===== src/rtl/imm_gen_pipe.sv =====
// RV32 immediate generator feeding a DEPTH-entry result queue with valid/ready handshakes.
// Optional illegal-opcode counter is compiled in with `define IMM_GEN_ERRCNT_EN.
module imm_gen_pipe #(
    parameter int XLEN  = 32,
    parameter int DEPTH = 2
) (
    input  logic            clk,
    input  logic            rst_n,
    input  logic            in_valid,
    output logic            in_ready,
    input  logic [31:0]     instruct,
    output logic            out_valid,
    input  logic            out_ready,
    output logic [XLEN-1:0] out,
    output logic [2:0]      fmt,
    output logic            illegal
`ifdef IMM_GEN_ERRCNT_EN
    ,
    output logic [15:0]     err_count
`endif
);

    localparam int PW = (DEPTH > 1) ? $clog2(DEPTH) : 1;
    localparam int CW = $clog2(DEPTH + 1);
    localparam logic [PW-1:0] LAST_PTR  = PW'(DEPTH - 1);
    localparam logic [CW-1:0] FULL_CNT  = CW'(DEPTH);

    localparam logic [2:0] FMT_R   = 3'd0;
    localparam logic [2:0] FMT_I   = 3'd1;
    localparam logic [2:0] FMT_S   = 3'd2;
    localparam logic [2:0] FMT_B   = 3'd3;
    localparam logic [2:0] FMT_U   = 3'd4;
    localparam logic [2:0] FMT_J   = 3'd5;
    localparam logic [2:0] FMT_ILL = 3'd7;

    function automatic logic [2:0] decode_fmt(input logic [6:0] op);
        logic [2:0] f;
        case (op)
            7'b0010011, 7'b0000011, 7'b1100111: f = FMT_I;
            7'b0100011:                         f = FMT_S;
            7'b1100011:                         f = FMT_B;
            7'b0110111, 7'b0010111:             f = FMT_U;
            7'b1101111:                         f = FMT_J;
            7'b0110011:                         f = FMT_R;
            default:                            f = FMT_ILL;
        endcase
        return f;
    endfunction

    // Every immediate is first formed as a signed 32-bit value, then widened from bit 31.
    function automatic logic [XLEN-1:0] build_imm(input logic [31:0] inst, input logic [2:0] f);
        logic [31:0]     imm32;
        logic [XLEN-1:0] res;
        case (f)
            FMT_I:   imm32 = {{20{inst[31]}}, inst[31:20]};
            FMT_S:   imm32 = {{20{inst[31]}}, inst[31:25], inst[11:7]};
            FMT_B:   imm32 = {{19{inst[31]}}, inst[31], inst[7], inst[30:25], inst[11:8], 1'b0};
            FMT_U:   imm32 = {inst[31:12], 12'h000};
            FMT_J:   imm32 = {{11{inst[31]}}, inst[31], inst[19:12], inst[20], inst[30:21], 1'b0};
            default: imm32 = 32'h0000_0000;
        endcase
        res       = {XLEN{imm32[31]}};
        res[31:0] = imm32;
        return res;
    endfunction

    logic [XLEN-1:0] out_mem_r [DEPTH];
    logic [2:0]      fmt_mem_r [DEPTH];
    logic            ill_mem_r [DEPTH];
    logic [PW-1:0]   wptr_r;
    logic [PW-1:0]   rptr_r;
    logic [CW-1:0]   count_r;

    logic [2:0]      dec_fmt_s;
    logic [XLEN-1:0] dec_imm_s;
    logic            dec_ill_s;
    logic            push_s;
    logic            pop_s;
    logic            in_ready_s;
    logic            out_valid_s;

    // Decode the incoming word; only the queue register stands between it and the head.
    always_comb begin
        dec_fmt_s = decode_fmt(instruct[6:0]);
        dec_imm_s = build_imm(instruct, dec_fmt_s);
        dec_ill_s = (dec_fmt_s == FMT_ILL);
    end

    // Handshake qualifiers derive only from the registered occupancy.
    always_comb begin
        in_ready_s  = (count_r < FULL_CNT);
        out_valid_s = (count_r != CW'(0));
        push_s      = in_valid & in_ready_s;
        pop_s       = out_valid_s & out_ready;
    end

    // Queue storage: written at the write pointer on an accepted push.
    always_ff @(posedge clk or negedge rst_n) begin
        if (!rst_n) begin
            for (int i = 0; i < DEPTH; i++) begin
                out_mem_r[i] <= {XLEN{1'b0}};
                fmt_mem_r[i] <= 3'd0;
                ill_mem_r[i] <= 1'b0;
            end
        end else if (push_s) begin
            out_mem_r[wptr_r] <= dec_imm_s;
            fmt_mem_r[wptr_r] <= dec_fmt_s;
            ill_mem_r[wptr_r] <= dec_ill_s;
        end else begin
            out_mem_r[wptr_r] <= out_mem_r[wptr_r];
        end
    end

    // Wrapping pointers and occupancy count; simultaneous push and pop leave count unchanged.
    always_ff @(posedge clk or negedge rst_n) begin
        if (!rst_n) begin
            wptr_r  <= PW'(0);
            rptr_r  <= PW'(0);
            count_r <= CW'(0);
        end else begin
            if (push_s) begin
                wptr_r <= (wptr_r == LAST_PTR) ? PW'(0) : wptr_r + PW'(1);
            end else begin
                wptr_r <= wptr_r;
            end
            if (pop_s) begin
                rptr_r <= (rptr_r == LAST_PTR) ? PW'(0) : rptr_r + PW'(1);
            end else begin
                rptr_r <= rptr_r;
            end
            case ({push_s, pop_s})
                2'b10:   count_r <= count_r + CW'(1);
                2'b01:   count_r <= count_r - CW'(1);
                default: count_r <= count_r;
            endcase
        end
    end

    // Head view is forced to zero whenever the queue is empty.
    always_comb begin
        in_ready  = in_ready_s;
        out_valid = out_valid_s;
        if (out_valid_s) begin
            out     = out_mem_r[rptr_r];
            fmt     = fmt_mem_r[rptr_r];
            illegal = ill_mem_r[rptr_r];
        end else begin
            out     = {XLEN{1'b0}};
            fmt     = 3'd0;
            illegal = 1'b0;
        end
    end

`ifdef IMM_GEN_ERRCNT_EN
    logic [15:0] err_cnt_r;

    // Saturating count of accepted illegal instructions.
    always_ff @(posedge clk or negedge rst_n) begin
        if (!rst_n) begin
            err_cnt_r <= 16'h0000;
        end else if (push_s && dec_ill_s && (err_cnt_r != 16'hFFFF)) begin
            err_cnt_r <= err_cnt_r + 16'h0001;
        end else begin
            err_cnt_r <= err_cnt_r;
        end
    end

    assign err_count = err_cnt_r;
`endif

endmodule


===== config.mk =====
export PLATFORM = sky130hd
export DESIGN_NAME = imm_gen_pipe
export DESIGN_NICKNAME = d
export VERILOG_FILES = /design/src/rtl/imm_gen_pipe.sv
export SDC_FILE = /design/constraint.sdc
export NUM_CORES = 1
export LEC_CHECK = 0
export BUFFER_PORTS_ARGS = -buffer_cell sky130_fd_sc_hd__buf_2
export CAP_MARGIN = 20
export CORE_UTILIZATION = 34
export DETAILED_ROUTE_END_ITERATION = 10
export SYNTH_ARGS = -nofsm -noshare
export SYNTH_HDL_FRONTEND = slang
export SYNTH_SLANG_ARGS = --single-unit
export TNS_END_PERCENT = 100

===== constraint.sdc =====
create_clock -name clk -period 1.55 [get_ports clk]
set_clock_uncertainty 0.05 [all_clocks]
set_input_delay 0.0775 -clock clk [delete_from_list [all_inputs] [get_ports clk]]
set_output_delay 0.0775 -clock clk [all_outputs]
set_load 0.05 [all_outputs]

# Word level (Yosys, flattened, before mapping)
# Index checks and enable logic that the tools add are counted.
dict set report totals {
  out_inout_bits 38
  word_cells 74
  ff_bits 76
}
dict set report classes {
  addsub 4
  muxes 31
  n_lt_le_gt_ge 4
  n_eq_ne 17
  bitwise_logic 4
  reduce_logical 5
}
# cell count
set ops {}
lappend ops {{32-bit two-way mux} 8}
lappend ops {{32-bit case mux with 5 select lines} 1}
lappend ops {{64-bit bitwise mux} 2}
lappend ops {{64-bit two-way mux} 1}
lappend ops {{32-bit demux with 1-bit select} 1}
lappend ops {{7-bit by 6-bit equality test with 1-bit output, second input constant} 3}
lappend ops {{7-bit equality test, second input constant} 3}
lappend ops {{3-bit case mux with 6 select lines} 1}
lappend ops {{3-bit two-way mux} 5}
lappend ops {{7-bit by 5-bit equality test with 1-bit output, second input constant} 2}
lappend ops {{3-bit equality test, second input constant} 3}
lappend ops {{7-bit by 2-bit equality test with 1-bit output, second input constant} 1}
lappend ops {{1-bit two-way mux} 7}
lappend ops {{6-bit bitwise mux} 1}
lappend ops {{3-bit by 2-bit equality test with 1-bit output, second input constant} 2}
lappend ops {{2-bit greater-or-equal comparator, second input constant} 2}
lappend ops {{1-bit inverter with 2-bit output} 2}
lappend ops {{2-bit case mux with 2 select lines} 1}
lappend ops {{2-bit nonzero test} 2}
lappend ops {{3-bit demux with 1-bit select} 1}
lappend ops {{3-bit by 1-bit equality test with 1-bit output, second input constant} 1}
lappend ops {{3-bit OR reduction} 1}
lappend ops {{1-bit adder, second input constant} 2}
lappend ops {{2-bit by 1-bit adder with 2-bit output, second input constant} 1}
lappend ops {{other kinds (10)} 11}

# Logic depth before layout (Yosys ltp)
dict set report depth {
  ltp_word 7
  depth_mapped 7
  depth_no_buf 7
}

# Worst setup path after synthesis
# No wires, ideal clock.
dict set report synth_timing {
  kind {reg-to-reg}
  startpoint {reg count_r[0]}
  endpoint {reg count_r[1]}
  stages_incl_launch_ff 7
  setup_time_ns 0.140
  n_path_buf 0
  path_slack_ns -0.490
  t_arrival_ns 1.851
  cell_sequence {dfrtp_1 > nor2_1 > inv_1 > and2_1 > ha_1 > nor2_1 > xnor2_1}
}
dict set report synth_between {
  elab_chain_cells 4
}
# item line_no
set synth_lines {}
lappend synth_lines {{from (decl)} 72} ;# logic [CW-1:0] count_r;
lappend synth_lines {{from (signal assigned)} 132} ;# 2'b10: count_r <= count_r + CW'(1);
lappend synth_lines {{from (signal assigned)} 133} ;# 2'b01: count_r <= count_r - CW'(1);
lappend synth_lines {{from (signal assigned)} 134} ;# default: count_r <= count_r;
lappend synth_lines {{2-bit nonzero test *} 92} ;# out_valid_s = (count_r != CW'(0));
lappend synth_lines {{net out_valid} 12} ;# output logic out_valid,
lappend synth_lines {{1-bit AND *} 94} ;# pop_s = out_valid_s & out_ready;
lappend synth_lines {{net pop_s} 78} ;# logic pop_s;
lappend synth_lines {{2-bit by 1-bit equality test with 1-bit output / 2-bit equality test (equally long branches)} 131} ;# case ({push_s, pop_s})
lappend synth_lines {{2-bit case mux with 2 select lines / 2-bit nonzero test (equally long branches)} --}
# Mark *: on every way through the listed nets, which the timed path passes. The rest lies on a longest branch.
# A chain may end at the register's enable or synchronous reset.

# Worst setup path in the final report
dict set report layout_timing {
  startpoint {reg rptr_r}
  endpoint {out out[27]}
}
dict set report layout_between {
  elab_chain_cells 5
}
# item line_no
set layout_lines {}
lappend layout_lines {{from (decl)} 71} ;# logic [PW-1:0] rptr_r;
lappend layout_lines {{from (signal assigned)} 127} ;# rptr_r <= (rptr_r == LAST_PTR) ? PW'(0) : rptr_r + PW'(1);
lappend layout_lines {{from (signal assigned)} 129} ;# rptr_r <= rptr_r;
lappend layout_lines {{1-bit inverter with 2-bit output (implied by the code)} 144} ;# out = out_mem_r[rptr_r];
lappend layout_lines {{32-bit two-way mux (implied by the code) (3 in series)} 144}
lappend layout_lines {{32-bit two-way mux} 143} ;# if (out_valid_s) begin
lappend layout_lines {{to (decl)} 14} ;# output logic [XLEN-1:0] out,
# Every way passes these cells. The select of a mux whose other input is x is not followed.

==> key figures <==
Drt
  – Post-route DRC: 2
  – WL final: about 11000 um
  – First-pass DRT Iterations: 7
  – DRT iter0 DRCs: 230
  – Antenna viol nets, final: 0
  – Drt via density: 5.33
  – Via count: 3421
  – WL per Instance: roughly 17 um

Placed design
  – GPL Wtd Cong: 0.799
  – HPWL after detailed placement: 7170 um
  – Placed cell area: 0.00459 mm^2
  – I/O Buffers: 73
  – DP Cell Count: 588

STA
  – Relative slew slack: 0.693
  – FMAX: 0.589 GHz
  – Setup-failing EPs final: 63
  – RSZ-0062 raised after global routing: true
  – Slew @ Worst Pin: 455 ps
  – Crit share post-route: 1.10
  – Max-slew violations: 0
  – Worst Setup Slack, final: -149 ps
  – Setup TNS: -4590 ps
  – Minimum clock period: 1700 ps
  – Endpoints failing hold: 0
  – Final hold slack: between 40 and 50 ps

Run
  – Max Cap Viol: 0

Cells and area
  – Most frequent cells in the layout: dfrtp_1, nand2_1, buf_6
  – Commonest non-fill, non-tap cell in the layout: dfrtp_1
  – Multi-input gate area: 0.00209 mm^2
  – Area Growth Syn to Fin: 52.3%
  – Final std cells w/o fill: 642
  – # fillers: 957
  – Final instance area: 0.00577 mm^2
  – Fin nets: roughly 530
  – Proportion of layout cells with a drive suffix above 1: 0.444
  – N_diodes: 0
  – Reg area: 0.00190 mm^2

Synthesis
  – Main combinational cell family by area after synthesis: compound AO/OA/AOI/OAI gates
  – Post-Synth XOR/XNOR Area: 0.00925
  – Simple-gate share of the synthesized area: 0.159
  – Post-synthesis sequential area ratio: 0.502
  – Dominant cell type by area after synthesis: dfrtp_1
  – Top cells by area, synth: dfrtp_1, mux2i_1, a221o_1
  – Yosys top cell area share: 0.502
  – Syn_nets: about 410
  – Mapped Cells: between 300 and 400
  – Avg Cell Area, Syn: 10.2 um^2
  – Adder-cell share of the synthesized area: 0.00330
  – Mux share of post-synthesis cell area: 0.100
  – Synthesized area: 0.00379 mm^2
  – Ys async rst share: 1.00
  – Distinct cell type count of the synthesized netlist: 44
  – #FFs+latches synth: 76
  – Post-synth EDFFs: 0
  – YS warnings: 0
  – Ys flop type: dfrtp_1
  – Synth Area in Compound Gates: 0.192

Floorplan
  – Die area: 0.0116 mm^2
  – Area of the core: 0.0108 mm^2
  – # IOs: 74
  – Starting Density: 0.349
  – Die X: 108 um
  – Die Ht: between 100 and 150 um
  – Placement row count: 38

Global routing
  – Largest net degree at the start of global routing: 40
  – Vias in the first global route: approximately 3300
  – Gr usage total: 0.195
  – Gr ovfl total: 0
  – Initial antenna violation count: 1
  – First-pass GRT wire length: 17100 um

Clocking
  – H-tree depth: 3
  – Clock Latency Late Sink: 350 ps
  – CTS buffer count: 9
  – Root Driver: clkbuf_8
  – CTS Buffer Depth: 2
  – CTS clk-pin slew, worst paths: 90 ps
  – CTS Sinks: 76
  – CTS tree: built

Run status
  – Failing checks: design-rule violations, negative setup slack
  – Status: finished with violations

Worst setup path
  – WS Path Type: reg2out
  – WP data required: 1420 ps
  – Critical Path Start Type: flip-flop
  – Critical Path End Type: output port
  – Worst EP arrival: 1570 ps
  – Highest net fanout along the worst path: 6

Min path
  – Hold Crit Class: in2reg

Power and ir drop
  – Leakage power: approximately 2.8 nW
  – Peak VDD IR: 752 uV
  – Tot Pwr: around 8.6 mW
  – Total power density per cell area: 1490 mW/mm^2
where the power goes:
group	total [mW]	switching [mW]	internal [mW]
logic	4.36	2.46	1.90
clock network	1.59	0.821	0.769
registers	2.66	0.295	2.36
total	8.61	3.58	5.03
registers in the layout (all words and copies together) (netlist names):
| name | flops |
|---|---|
| out_mem_r | 64 |
| rptr_r | 1 |
| fmt_mem_r | 6 |
| count_r | 2 |
| wptr_r | 1 |
| ill_mem_r | 2 |
repair_timing:
item	4_1_cts	5_1_grt
hold endpoints to repair	134	0
gates resized for setup	98	69
pin swaps	15	27
cloned	2	5
buffers inserted	2	6
setup endpoints to repair	82	101
hold buffers	24	0
critical path: stages, from the launching register on:
cell and delay [ps]:
dfrtp_2 470, buf_12 150, clkbuf_16 160, mux2i_1 130, nor2_2 140, buf_6 180
routing by layer:
layer / vias up / share of wire / wire, um / track usage
met2: 88 / 0.48 / 5380 / 0.312
met5: - / 0.0012 / 13 / 0
met4: 2 / 0.0087 / 98 / 0.0577
met1: 1709 / 0.47 / 5300 / 0.267
li1: 1610 / - / - / -
met3: 12 / 0.036 / 406 / 0.0363
logic make-up (layout without fill, tap and decap cells):
| kind of cell | count (synthesis) | after routing |
|---|---|---|
| AND/OR/NAND/NOR | 126 | 126 |
| AO/OA/AOI/OAI | 95 | 95 |
| buffers and inverters | 31 | 162 |
| adder cells (fa/ha/maj) | 1 | 1 |
| multiplexers | 38 | 38 |
| flip-flops | 76 | 76 |
| XOR/XNOR | 4 | 4 |
synthesized netlist by cell type (3+ instances only):
cell / instances
dfrtp_1: 76
nand2_1: 48
nor2_1: 44
mux2i_1: 38
a22oi_1: 22
o21ai_0: 19
a221o_1: 18
clkbuf_1: 15
a22o_1: 12
buf_2: 12
a31oi_1: 9
and2_1: 7
and2_0: 4
inv_1: 4
a21oi_1: 3
nand3_1: 3
nor3_1: 3
xnor2_1: 3
final timing paths:
check,from,to,slack (ps),depth (start not counted)
worst max-delay path,rptr_r,out[27],-150,5
worst min-delay path,instruct[31],out_mem_r[63],50,2
worst max register to register,count_r[1],out_mem_r[53],-120,6
worst min register to register,fmt_mem_r[2],fmt_mem_r[2],440,2
max in group asynchronous,rst_n,rptr_r,800,3
min in group asynchronous,rst_n,out_mem_r[47],110,2
cell type report:
type / instances / share of cell area
clock inverters: 7 / 0.0143
inverters: 4 / 0.00369
well taps: 140 / 0.0304
flip-flops and latches: 76 / 0.330
repair buffers: 142 / 0.237
clock buffers: 9 / 0.0215
multi-input cells: 264 / 0.363
metrics by stage:
step                      setup WS, ps  utilization
after global placement           -43.6        0.424
after CTS                         -130        0.500
final                             -149        0.532
after detailed placement         -87.7        0.424
after global routing              -205        0.532
after floorplan                  -81.1            -
Power figures use the tool's default switching activity.
